===== config.mk =====
export PLATFORM = sky130hd
export DESIGN_NAME = tsn_tx_frame_arbiter_flat
export DESIGN_NICKNAME = d
export VERILOG_FILES = /design/src/rtl/tsn_tx_frame_arbiter_if.sv /design/src/rtl/tsn_tx_frame_arbiter.sv /design/src/flat_wrapper.sv
export SDC_FILE = /design/constraint.sdc
export NUM_CORES = 1
export LEC_CHECK = 0
export BUFFER_PORTS_ARGS = -buffer_cell sky130_fd_sc_hd__buf_2
export CORE_MARGIN = 2
export CORE_UTILIZATION = 25
export DETAILED_ROUTE_END_ITERATION = 6
export GPL_TIMING_DRIVEN = 0
export PLACE_DENSITY = 0.57
export SYNTH_ARGS = -nofsm -noshare
export SYNTH_HDL_FRONTEND = slang
export SYNTH_SLANG_ARGS = --single-unit

===== constraint.sdc =====
create_clock -name tx_mac_aclk -period 2.1 [get_ports tx_mac_aclk]
set_clock_uncertainty 0.15 [all_clocks]
set_input_delay 0.315 -clock tx_mac_aclk [delete_from_list [all_inputs] [get_ports tx_mac_aclk]]
set_output_delay 0.315 -clock tx_mac_aclk [all_outputs]
set_load 0.1 [all_outputs]

===== src/rtl/tsn_tx_frame_arbiter_if.sv =====
// AXI-Stream bundle between the traffic-class queues and the MAC TX client FIFO.
// The arbiter uses the slave modport; the queue/FIFO side uses master.
interface tsn_tx_frame_arbiter_if #(
  parameter int NUM_QUEUES = 4
);
  logic [8*NUM_QUEUES-1:0] s_axis_tdata;
  logic [NUM_QUEUES-1:0]   s_axis_tvalid;
  logic [NUM_QUEUES-1:0]   s_axis_tlast;
  logic [NUM_QUEUES-1:0]   s_axis_tready;
  logic [7:0]              m_axis_tdata;
  logic                    m_axis_tvalid;
  logic                    m_axis_tlast;
  logic                    m_axis_tuser;
  logic                    m_axis_tready;

  modport slave (
    input  s_axis_tdata, s_axis_tvalid, s_axis_tlast,
    output s_axis_tready,
    output m_axis_tdata, m_axis_tvalid, m_axis_tlast, m_axis_tuser,
    input  m_axis_tready
  );

  modport master (
    output s_axis_tdata, s_axis_tvalid, s_axis_tlast,
    input  s_axis_tready,
    input  m_axis_tdata, m_axis_tvalid, m_axis_tlast, m_axis_tuser,
    output m_axis_tready
  );
endinterface


===== src/rtl/tsn_tx_frame_arbiter.sv =====
// Frame-atomic arbiter sharing the byte-wide TX client path between gated queues,
// with strict-priority or round-robin selection and max-length truncation.
module tsn_tx_frame_arbiter #(
  parameter int NUM_QUEUES    = 4,
  parameter int MAX_FRAME_LEN = 1522,
  parameter int CNT_W         = 11
) (
  input  logic                  tx_mac_aclk,
  input  logic                  tx_mac_resetn,
  tsn_tx_frame_arbiter_if.slave axis,
  input  logic [NUM_QUEUES-1:0] gate_open,
  input  logic                  arb_mode,
  output logic [2:0]            grant_q,
  output logic                  busy,
  output logic                  trunc_pulse
);

  localparam int QW = (NUM_QUEUES > 1) ? $clog2(NUM_QUEUES) : 1;

  typedef enum logic [1:0] {
    IDLE  = 2'd0,
    XFER  = 2'd1,
    DRAIN = 2'd2
  } state_t;

  state_t                state_reg, state_next;
  logic [QW-1:0]         grant_reg, grant_next;
  logic [QW-1:0]         rr_ptr_reg, rr_ptr_next;
  logic [CNT_W-1:0]      byte_cnt_reg, byte_cnt_next;
  logic                  trunc_reg, trunc_next;
  logic [QW-1:0]         pick;
  logic [QW-1:0]         grant_inc;
  logic [NUM_QUEUES-1:0] req;
  logic [7:0]            q_data [NUM_QUEUES];
  logic                  sel_valid, sel_last, force_last, out_beat;
  int                    idx;

  for (genvar gi = 0; gi < NUM_QUEUES; gi++) begin : g_lane
    assign q_data[gi] = axis.s_axis_tdata[8*gi +: 8];
  end

  assign req        = axis.s_axis_tvalid & gate_open;
  assign sel_valid  = axis.s_axis_tvalid[grant_reg];
  assign sel_last   = axis.s_axis_tlast[grant_reg];
  assign force_last = (byte_cnt_reg == CNT_W'(MAX_FRAME_LEN - 1));
  assign grant_inc  = (grant_reg == QW'(NUM_QUEUES - 1)) ? '0 : grant_reg + QW'(1);

  // Later loop iterations override earlier ones: strict keeps the highest
  // index, round-robin keeps the smallest distance from rr_ptr.
  always_comb begin
    pick = '0;
    idx  = 0;
    if (!arb_mode) begin
      for (int q = 0; q < NUM_QUEUES; q++) begin
        if (req[QW'(q)]) pick = QW'(q);
      end
    end else begin
      for (int k = NUM_QUEUES - 1; k >= 0; k--) begin
        idx = int'(rr_ptr_reg) + k;
        if (idx >= NUM_QUEUES) idx = idx - NUM_QUEUES;
        if (req[QW'(idx)]) pick = QW'(idx);
      end
    end
  end

  always_comb begin
    state_next         = state_reg;
    grant_next         = grant_reg;
    rr_ptr_next        = rr_ptr_reg;
    byte_cnt_next      = byte_cnt_reg;
    trunc_next         = 1'b0;
    out_beat           = 1'b0;
    axis.s_axis_tready = '0;
    axis.m_axis_tdata  = 8'h00;
    axis.m_axis_tvalid = 1'b0;
    axis.m_axis_tlast  = 1'b0;
    axis.m_axis_tuser  = 1'b0;
    case (state_reg)
      IDLE: begin
        if (|req) begin
          grant_next    = pick;
          byte_cnt_next = '0;
          state_next    = XFER;
        end
      end
      XFER: begin
        axis.m_axis_tdata             = q_data[grant_reg];
        axis.m_axis_tvalid            = sel_valid;
        axis.m_axis_tlast             = sel_last | force_last;
        axis.m_axis_tuser             = force_last & ~sel_last;
        axis.s_axis_tready[grant_reg] = axis.m_axis_tready;
        out_beat                      = sel_valid & axis.m_axis_tready;
        if (out_beat) begin
          byte_cnt_next = byte_cnt_reg + CNT_W'(1);
          if (sel_last) begin
            rr_ptr_next = grant_inc;
            state_next  = IDLE;
          end else if (force_last) begin
            rr_ptr_next = grant_inc;
            trunc_next  = 1'b1;
            state_next  = DRAIN;
          end
        end
      end
      DRAIN: begin
        // Swallow the oversize tail; nothing reaches the FIFO.
        axis.s_axis_tready[grant_reg] = 1'b1;
        if (sel_valid && sel_last) state_next = IDLE;
      end
      default: state_next = IDLE;
    endcase
  end

  always_ff @(posedge tx_mac_aclk or negedge tx_mac_resetn) begin
    if (!tx_mac_resetn) begin
      state_reg    <= IDLE;
      grant_reg    <= '0;
      rr_ptr_reg   <= '0;
      byte_cnt_reg <= '0;
      trunc_reg    <= 1'b0;
    end else begin
      state_reg    <= state_next;
      grant_reg    <= grant_next;
      rr_ptr_reg   <= rr_ptr_next;
      byte_cnt_reg <= byte_cnt_next;
      trunc_reg    <= trunc_next;
    end
  end

  assign grant_q     = 3'(grant_reg);
  assign busy        = (state_reg != IDLE);
  assign trunc_pulse = trunc_reg;

endmodule


===== src/flat_wrapper.sv =====
// flat-port wrapper written by rule: the top's interface ports become plain ports
module tsn_tx_frame_arbiter_flat 
#(
  parameter int NUM_QUEUES    = 4,
  parameter int MAX_FRAME_LEN = 1522,
  parameter int CNT_W         = 11
)
  (tx_mac_aclk, tx_mac_resetn, gate_open, arb_mode, grant_q, busy, trunc_pulse, axis_s_axis_tdata, axis_s_axis_tvalid, axis_s_axis_tlast, axis_s_axis_tready, axis_m_axis_tdata, axis_m_axis_tvalid, axis_m_axis_tlast, axis_m_axis_tuser, axis_m_axis_tready);
  tsn_tx_frame_arbiter_if #(.NUM_QUEUES(NUM_QUEUES)) axis_i ();
  input  logic tx_mac_aclk;
  input  logic tx_mac_resetn;
  input  logic [NUM_QUEUES-1:0] gate_open;
  input  logic arb_mode;
  output logic [2:0] grant_q;
  output logic busy;
  output logic trunc_pulse;
  input wire logic [$bits(axis_i.s_axis_tdata)-1:0] axis_s_axis_tdata;
  input wire logic [$bits(axis_i.s_axis_tvalid)-1:0] axis_s_axis_tvalid;
  input wire logic [$bits(axis_i.s_axis_tlast)-1:0] axis_s_axis_tlast;
  output wire logic [$bits(axis_i.s_axis_tready)-1:0] axis_s_axis_tready;
  output wire logic [$bits(axis_i.m_axis_tdata)-1:0] axis_m_axis_tdata;
  output wire logic [$bits(axis_i.m_axis_tvalid)-1:0] axis_m_axis_tvalid;
  output wire logic [$bits(axis_i.m_axis_tlast)-1:0] axis_m_axis_tlast;
  output wire logic [$bits(axis_i.m_axis_tuser)-1:0] axis_m_axis_tuser;
  input wire logic [$bits(axis_i.m_axis_tready)-1:0] axis_m_axis_tready;
  assign axis_i.s_axis_tdata = axis_s_axis_tdata;
  assign axis_i.s_axis_tvalid = axis_s_axis_tvalid;
  assign axis_i.s_axis_tlast = axis_s_axis_tlast;
  assign axis_s_axis_tready = axis_i.s_axis_tready;
  assign axis_m_axis_tdata = axis_i.m_axis_tdata;
  assign axis_m_axis_tvalid = axis_i.m_axis_tvalid;
  assign axis_m_axis_tlast = axis_i.m_axis_tlast;
  assign axis_m_axis_tuser = axis_i.m_axis_tuser;
  assign axis_i.m_axis_tready = axis_m_axis_tready;
  tsn_tx_frame_arbiter #(.NUM_QUEUES(NUM_QUEUES), .MAX_FRAME_LEN(MAX_FRAME_LEN), .CNT_W(CNT_W)) u_core (.tx_mac_aclk(tx_mac_aclk), .tx_mac_resetn(tx_mac_resetn), .axis(axis_i), .gate_open(gate_open), .arb_mode(arb_mode), .grant_q(grant_q), .busy(busy), .trunc_pulse(trunc_pulse));
endmodule

==> impl_metrics.tcl <==
set metrics [dict create \
    final_cell_area_um2 2410 \
    drt_iter0_markers 114 \
    dr_wl_met3_um 141 \
    diodes 0 \
    status "finished, violations left" \
    min-delay-path-class "primary input to register" \
    start_util 0.2627 \
    setup_viol 15 \
    max_freq_mhz 450.2 \
    finalCritPeriodShare 1.058 \
    placed_area_um2 2053 \
    fp.dieW_um 83.35 \
    cts.sinks 18 \
    cts_buffers 3 \
    multi_input_area_um2 1131 \
    fp-row-count 28 \
    required_ns 1.63 \
    startpoint_type "register" \
    setup-tns-final_ns -0.8933 \
    ys_ff_latch 18 \
    critPathMaxFanout 3 \
    peakVddDrop_mv 0.8388 \
    hpwl_um 3390 \
    seqCellArea_um2 460.4 \
    synth_area_per_cell_um2 9.482 \
    yosys_warnings 0 \
    synthDistinctLibCells 44 \
    finalHoldViolCount 0 \
    synth_nets 223 \
    gp_congestion 0.7302 \
    maxCapViolCount 0 \
    cts.clk_slew.worst_paths_ns 0.07 \
    p_leak_uw 0.001121 \
    power_frac_comb 0.779 \
    dr.pass1.iters 4 \
    htree_levels 1 \
    netlist.top_cell.by_area "dfrtp_1" \
    fillers 564 \
    grt_util_all_layers 0.1202 \
    timing.final.ws_setup_ns -0.1212 \
    ys.flop_type "dfrtp_1" \
    fp.coreArea_um2 5991 \
    portBuffers 66 \
    drt_wl_total_um 4211 \
    boundaryPins 68 \
    worstSetupEndpointType "primary output" \
    utilization 0.4023 \
    die_area_um2 6946 \
    tightest_slew_ns 0.6488 \
    cts_tree "yes" \
    nNetsFinal 306 \
    num_vias 1552 \
    rsz0062_at_grt "true" \
    crit_path_top_delay_cell "mux4_2" \
    largest_reg_flops 11 \
    p_sw_uw 2054 \
    antenna_left 0 \
    p_clk_frac 0.075 \
    synthesis.area_um2 1574 \
    synth.yosys.seq_area_share 0.2862 \
    critical_path.max_stage_delay_ns 0.52 \
    arrival_ns 1.76 \
    area_growth_pct 53.10 \
    synthTopCellsByArea "dfrtp_1, mux4_2, ha_1, and2_1, xor2_1" \
    final_layout_size_suffix_gt1_frac 0.5202 \
    clock_latency_ns 0.25 \
    swShare 0.5478 \
    top_layer_used "met4" \
    fin_cells 323 \
    synthTopCellsByCount "dfrtp_1, nor2_1, and2_1, nand2_1, nand3_1" \
    pwr-share-seq 0.147 \
    wl_per_cell_um 13.04 \
    die_h_um 83.35 \
    finalPower_uw 3749 \
    grt_overflow_total 0 \
    dp_cells 307 \
    drt-vias-per-instance 4.805 \
    min_period_ns 2.221 \
    worstPathCellList "mux4_2 -> or2_4 -> nor2_4 -> buf_12" \
    violations "negative setup slack" \
    slew_headroom 0.5659 \
    cts-root-buf "clkbuf_8" \
    wl_met1_um 2069 \
    synth-edff-count 0 \
    cts_max_path_buffers 2 \
    grt_pass1_wl_um 6920 \
    grt_max_degree 19 \
    synth.most_common_cell "dfrtp_1" \
    p_int_uw 1696 \
    cellPowerDensity_nw_per_um2 1556 \
    drc 0 \
    antenna_found_initial 0 \
    path_class "register to primary output" \
    finalMaxSlewViolations 0 \
    syn_inst 166 \
    synth_top_area_frac 0.2862 \
    dr_wl_met2_um 1932 \
    grt_pass1_vias 1422 \
    async_flop_share 1.000 \
]
power by group through the flow:
stage                     Clock (uW)  Sequential, uW  Combinational [uW]
after global placement             0             567                2430
final                            280             549                2920
after global routing             306             568                3070
after CTS                        290             545                2800
after detailed placement           0             568                2440
after floorplan                    0             679                1920
layout make-up:
class | count | area share
inverter | 8 | 0.01246
multi-input combinational | 133 | 0.4694
sequential | 18 | 0.1911
tap | 75 | 0.03894
buffer | 6 | 0.02233
clock buffer | 4 | 0.02285
timing repair buffer | 79 | 0.2430
worst paths after layout:
kind                                                     start                                   to  slack, ns  depth (start not counted)
max                            u_core.grant_reg[0]$_DFFE_PN0P_                    axis_m_axis_tuser      -0.12                          4
min                                                   arb_mode      u_core.grant_reg[1]$_DFFE_PN0P_       0.21                          3
max reg2reg                    u_core.grant_reg[0]$_DFFE_PN0P_     u_core.rr_ptr_reg[0]$_DFFE_PN0P_          0                          6
min reg2reg                u_core.byte_cnt_reg[10]$_DFFE_PN0P_  u_core.byte_cnt_reg[10]$_DFFE_PN0P_       0.40                          2
max in group asynchronous                        tx_mac_resetn      u_core.grant_reg[1]$_DFFE_PN0P_       1.09                          2
min in group asynchronous                        tx_mac_resetn   u_core.byte_cnt_reg[9]$_DFFE_PN0P_       0.38                          2
cell usage in the layout, fill, tap and decap left out, drive strengths merged, types with 5 or more instances in the layout:
master   n
nand2   14
mux4    10
xor2     8
o21ai    5
nand3   12
buf     82
nor2    15
ha       9
clkbuf   6
a21oi    8
dfrtp   18
inv      8
and2    14
what timing repair did:
item	CTS	global route
setup endpoints to repair	16	28
pin swaps	4	2
hold endpoints to repair	18	0
gates resized for setup	50	16
hold buffers	1	0
buffers inserted	8	4
critical path: cells and delay by family, from the launching register on:
family | cells | cell delay, ns
DFF | 1 | 0.44
muxes | 1 | 0.52
and+or+nand+nor | 2 | 0.36
buffers and inverters | 1 | 0.18
stage by stage:
| stage | hold WS (ns) | worst slack, ns |
|---|---|---|
| after floorplan | -0.1306 | -0.4230 |
| after global placement | 0.1233 | -0.2464 |
| after detailed placement | 0.1230 | -0.2563 |
| after CTS | 0.2034 | -0.1593 |
| after global routing | 0.2234 | -0.1682 |
| final | 0.2082 | -0.1212 |
layer usage:
metal,GRT usage,vias to the layer above
met5,0,-
met4,0.03428,0
met3,0.02386,6
met2,0.1862,34
met1,0.1693,751
li1,-,761
logic make-up (layout without fill, tap and decap cells):
| family | Yosys count | after routing | share of synthesized area |
|---|---|---|---|
| AO/OA/AOI/OAI | 25 | 25 | 0.1153 |
| XOR/XNOR | 8 | 8 | 0.04452 |
| adder cells (fa/ha/maj) | 9 | 9 | 0.07154 |
| buffers and inverters | 15 | 97 | 0.04133 |
| flip-flops | 18 | 18 | 0.2862 |
| multiplexers | 15 | 15 | 0.1789 |
| other | 1 | 1 | 0.002382 |
| AND/OR/NAND/NOR | 75 | 75 | 0.2599 |
No activity file was read; power rests on OpenSTA's default activity.
